## src/rtl/arb_mux_2_1.sv

```systemverilog
// arb_mux_2_1: registered two-input valid/ready stream arbiter.
// Picks one winner per beat and latches it into a single-entry output
// register. The held beat's source is exported on `select` so the 2:1
// multiplexer stage downstream can observe which channel won.
//
// Build option: define ARB_FIXED_PRIO_EN for strict fixed priority
// (A always wins contention, no last_grant state). Left undefined, the
// arbiter rotates round-robin between A and B.
module arb_mux_2_1 #(
    parameter int DATA_W = 8
) (
    input  logic              clk,
    input  logic              rst,
    input  logic              a_valid,
    input  logic [DATA_W-1:0] a_data,
    output logic              a_ready,
    input  logic              b_valid,
    input  logic [DATA_W-1:0] b_data,
    output logic              b_ready,
    output logic              y_valid,
    output logic [DATA_W-1:0] y_data,
    input  logic              y_ready,
    output logic              select
);

    typedef enum logic {
        EMPTY = 1'b0,
        FULL  = 1'b1
    } state_t;

    state_t            state_q, state_d;
    logic [DATA_W-1:0] y_data_q, y_data_d;
    logic              select_q, select_d;
    logic              accept;
    logic              grant_a, grant_b;
    logic              transfer;

`ifndef ARB_FIXED_PRIO_EN
    // 0 = A won the most recent transfer, 1 = B. Resets to 1 so A wins first.
    logic              last_grant_q, last_grant_d;
`endif

    // Output register can take a new beat when empty or when it drains this cycle
    always_comb begin
        accept = (state_q == EMPTY) || y_ready;
    end

    // Grant decision; never grants a channel that is not valid
    always_comb begin
        grant_a = 1'b0;
        grant_b = 1'b0;
        if (a_valid && b_valid) begin
`ifdef ARB_FIXED_PRIO_EN
            grant_a = 1'b1;
`else
            // Serve the channel that did not win last time
            grant_a = last_grant_q;
            grant_b = ~last_grant_q;
`endif
        end else begin
            grant_a = a_valid;
            grant_b = b_valid;
        end
    end

    // A transfer moves the granted beat into the output register; blocked in reset
    always_comb begin
        transfer = !rst && accept && (grant_a || grant_b);
    end

    // FSM state register
    always_ff @(posedge clk) begin
        if (rst) begin
            state_q <= EMPTY;
        end else begin
            state_q <= state_d;
        end
    end

    // FSM next-state logic; FULL -> FULL on drain-and-fill keeps full throughput
    always_comb begin
        state_d = state_q;
        case (state_q)
            EMPTY: begin
                if (transfer) begin
                    state_d = FULL;
                end
            end
            FULL: begin
                if (y_ready && !transfer) begin
                    state_d = EMPTY;
                end
            end
            default: state_d = EMPTY;
        endcase
    end

    // FSM outputs; readies are forced low during reset
    always_comb begin
        y_valid = (state_q == FULL);
        a_ready = !rst && accept && grant_a;
        b_ready = !rst && accept && grant_b;
    end

    // Next value of the held beat: load winner on transfer, otherwise hold
    always_comb begin
        y_data_d = y_data_q;
        select_d = select_q;
        if (transfer) begin
            y_data_d = grant_b ? b_data : a_data;
            select_d = grant_b;
        end
    end

    // Held beat register
    always_ff @(posedge clk) begin
        if (rst) begin
            y_data_q <= '0;
            select_q <= 1'b0;
        end else begin
            y_data_q <= y_data_d;
            select_q <= select_d;
        end
    end

`ifndef ARB_FIXED_PRIO_EN
    // Priority only rotates on an actual transfer, never on idle cycles
    always_comb begin
        last_grant_d = last_grant_q;
        if (transfer) begin
            last_grant_d = grant_b;
        end
    end

    // Round-robin history register
    always_ff @(posedge clk) begin
        if (rst) begin
            last_grant_q <= 1'b1;
        end else begin
            last_grant_q <= last_grant_d;
        end
    end
`endif

    assign y_data = y_data_q;
    assign select = select_q;

endmodule

```

## config.mk

```make
export PLATFORM = sky130hd
export DESIGN_NAME = arb_mux_2_1
export DESIGN_NICKNAME = d
export VERILOG_FILES = /design/src/rtl/arb_mux_2_1.sv
export SDC_FILE = /design/constraint.sdc
export NUM_CORES = 1
export LEC_CHECK = 0
export BUFFER_PORTS_ARGS = -buffer_cell sky130_fd_sc_hd__buf_2
export CAP_MARGIN = 20
export CORE_MARGIN = 4
export CORE_UTILIZATION = 30
export CTS_BUF_LIST = sky130_fd_sc_hd__clkbuf_8
export CTS_CLUSTER_SIZE = 24
export DETAILED_ROUTE_END_ITERATION = 10
export PLACE_DENSITY = 0.64
export SETUP_SLACK_MARGIN = 0.4
export SLEW_MARGIN = 30
export SYNTH_ARGS = -nofsm -noshare
export SYNTH_HDL_FRONTEND = slang
export SYNTH_SLANG_ARGS = --single-unit
```

## constraint.sdc

```tcl
create_clock -name clk -period 2.9 [get_ports clk]
set_clock_uncertainty 0.15 [all_clocks]
set_input_delay 0 -clock clk [delete_from_list [all_inputs] [get_ports clk]]
set_output_delay 0 -clock clk [all_outputs]
set_load 0.02 [all_outputs]
```

==> qor.yml <==
required_ns: 2.85
hold_viol: 0
setup_viol_count_final: 0
cts_resized: 0
period_share_pct: 66.8
gp_congestion: 0.646
path_clk_slew_ns: 0.05
status: "completed"
cts.sinks: 11
p_seq_share_pct: 39.1
nets: 129
cts_hold_buf: 20
core_um2: 1730
cts_inserted_buffers: 3
p_int_uw: 328
place_area_um2: 737
critical_path_class: "input port to flip-flop"
cts.htree.levels: 1
dr.first_iter.drc_count: 3
synth_cell_types: 16
final_antenna_net_count: 0
num_rows: 15
dp.cells: 108
worstHoldPathType: "input port to flip-flop"
cts_max_path_buffers: 2
insertedDiodeCount: 0
max_cap_viol_count: 0
firstDrtPassIters: 3
startpoint_type: "input port"
synthToLayoutAreaGrowth_pct: 78.8
dr_total_vias: 561
syn_area_per_cell_um2: 10.6
syn_area_um2: 549
die_y_um: 50.8
start_util_pct: 31.8
stdcell_area_um2: 982
relSlewSlack_pct: 66.3
fin_crit_ns: 1.94
num-fill-cells: 162
ys.warnings.count: 0
slew_viol_final: 0
ys_ff_latch: 11
vdd_ir_drop_max_v: 0.000325
postCtsSetupBuffers: 0
p_sw_uw: 120
arrival_ns: 1.89
clockRootBuffer: "clkbuf_8"
grt_usage_pct: 12.7
p_leak_nw: 0.469
dieArea_um2: 2580
fin_total_pwr_uw: 447
rsz0062_at_grt: "no"
portBuffers: 32
ios: 33
routed_wl_mm: 1.41
grt_pass1_vias: 600
ys_seq_area_share_pct: 40.1
cp-end-kind: "flip-flop"
syn-num-nets: 73
path_max_fanout: 10
grt_overflow_total: 0
finalSetupTns_ns: 0
grt_antenna_before_repair: 0
max_freq_ghz: 0.516
p_comb_share_pct: 28.1
p_sw_share_pct: 26.8
postSynthCellCount: 52
drc: 0
cellPowerDensity_nw_per_um2: 455
die_width_um: 50.8
tritoncts: "done"
pwr-share-clk_pct: 32.7
worst_pin_slew_ns: 0.504
post_drt_wl_per_cell_um: 10.7
final_cells: 132
drive_above_1_share_pct: 35.5
grt_max_degree: 16
clock_latency_ns: 0.23
grt_pass1_wl_mm: 2.49
avgViaCountPerCell: 4.25
-- worst max-delay path, cell delays in order --
cell,delay (ns)
dlygate4sd3_1,0.53
buf_2,0.14
a21boi_1,0.14
buf_4,0.22
mux2i_1,0.21
dlygate4sd3_1,0.58
mux2i_1,0.06
-- cell usage after synthesis --
master,number,area (µm²)
nand2b_1,9,56.3
inv_1,2,7.51
buf_4,1,7.51
a21boi_1,1,7.51
nor2b_4,1,13.8
a311o_1,1,10.0
clkbuf_1,1,3.75
nor2_1,1,3.75
mux2i_1,16,160
nor3_4,1,16.3
dfxtp_1,11,220
nor3b_1,1,7.51
a2111oi_0,1,8.76
a21oi_1,3,15.0
nand2_1,1,3.75
o31ai_1,1,7.51
-- power by group through the flow --
stage	combinational [mW]	clock, mW	sequential, mW
final	0.126	0.146	0.175
after global placement	0.0983	0	0.178
after floorplan	0.0442	0	0.196
after detailed placement	0.0995	0	0.178
after CTS	0.126	0.151	0.175
after global routing	0.138	0.159	0.177
-- layer usage --
| metal | part of all wire, % | wire, µm | vias to the layer above | track usage [%] |
|---|---|---|---|---|
| met3 | 6.5 | 91 | 2 | 3.26 |
| li1 | - | - | 292 | - |
| met5 | 0 | 0 | - | 0 |
| met1 | 40 | 560 | 253 | 14.2 |
| met2 | 53 | 748 | 14 | 22.6 |
| met4 | 0.57 | 8 | 0 | 5.38 |
-- logic make-up (layout without fill, tap and decap cells) --
group                  Yosys count  count (layout)  share of synthesized area (%)
muxes                           16              16                           29.2
AOI/OAI and AO/OA                7               7                           8.88
DFF                             11              11                           40.1
and+or+nand+nor                 14              14                           18.4
buffers and inverters            4              59                           3.42
-- per-stage QoR --
stage               hold slack, ns  setup slack [ns]  utilization [%]
floorplan                   0.0113              1.18                -
global placement             0.130              1.56             42.7
detailed placement           0.147              1.54             42.7
CTS                         0.0342             0.983             56.9
global route                0.0736             0.857             56.9
finish                      0.0366             0.963             56.9
-- layout by cell type, fill, tap and decap left out, drive strengths merged --
cell type and instances:
buf 33, dfxtp 11, dlygate4sd3 20, nor3 1, nor2b 1, a21boi 1, a2111oi 1, nand2 1
a311o 1, nand2b 9, mux2i 16, nor2 1, a21oi 3, o31ai 1, nor3b 1, inv 3
clkbuf 3
-- registers in the layout, indices dropped and copies added, names as in the netlist --
name          flops
y_data            8
last_grant_q      1
y_valid           1
select            1
-- layout make-up --
cell class | instances | area (µm²) | area share (%)
Sequential cell | 11 | 220 | 22.4
Clock inverter | 1 | 3.75 | 0.382
Clock buffer | 3 | 41.3 | 4.20
Timing Repair Buffer | 53 | 368 | 37.5
Inverter | 2 | 7.51 | 0.764
Tap cell | 25 | 31.3 | 3.18
Multi-Input combinational cell | 37 | 310 | 31.6
-- final timing paths --
kind	start	to	slack [ns]	depth (start not counted)
hold reg to reg	y_data[2]	y_data[2]	0.32	2
setup reg to reg	last_grant_q	y_data[6]	1.12	5
setup / recovery	a_valid	y_data[6]	0.96	7
hold / removal	y_ready	y_valid	0.04	3
Power figures use the tool's default switching activity.
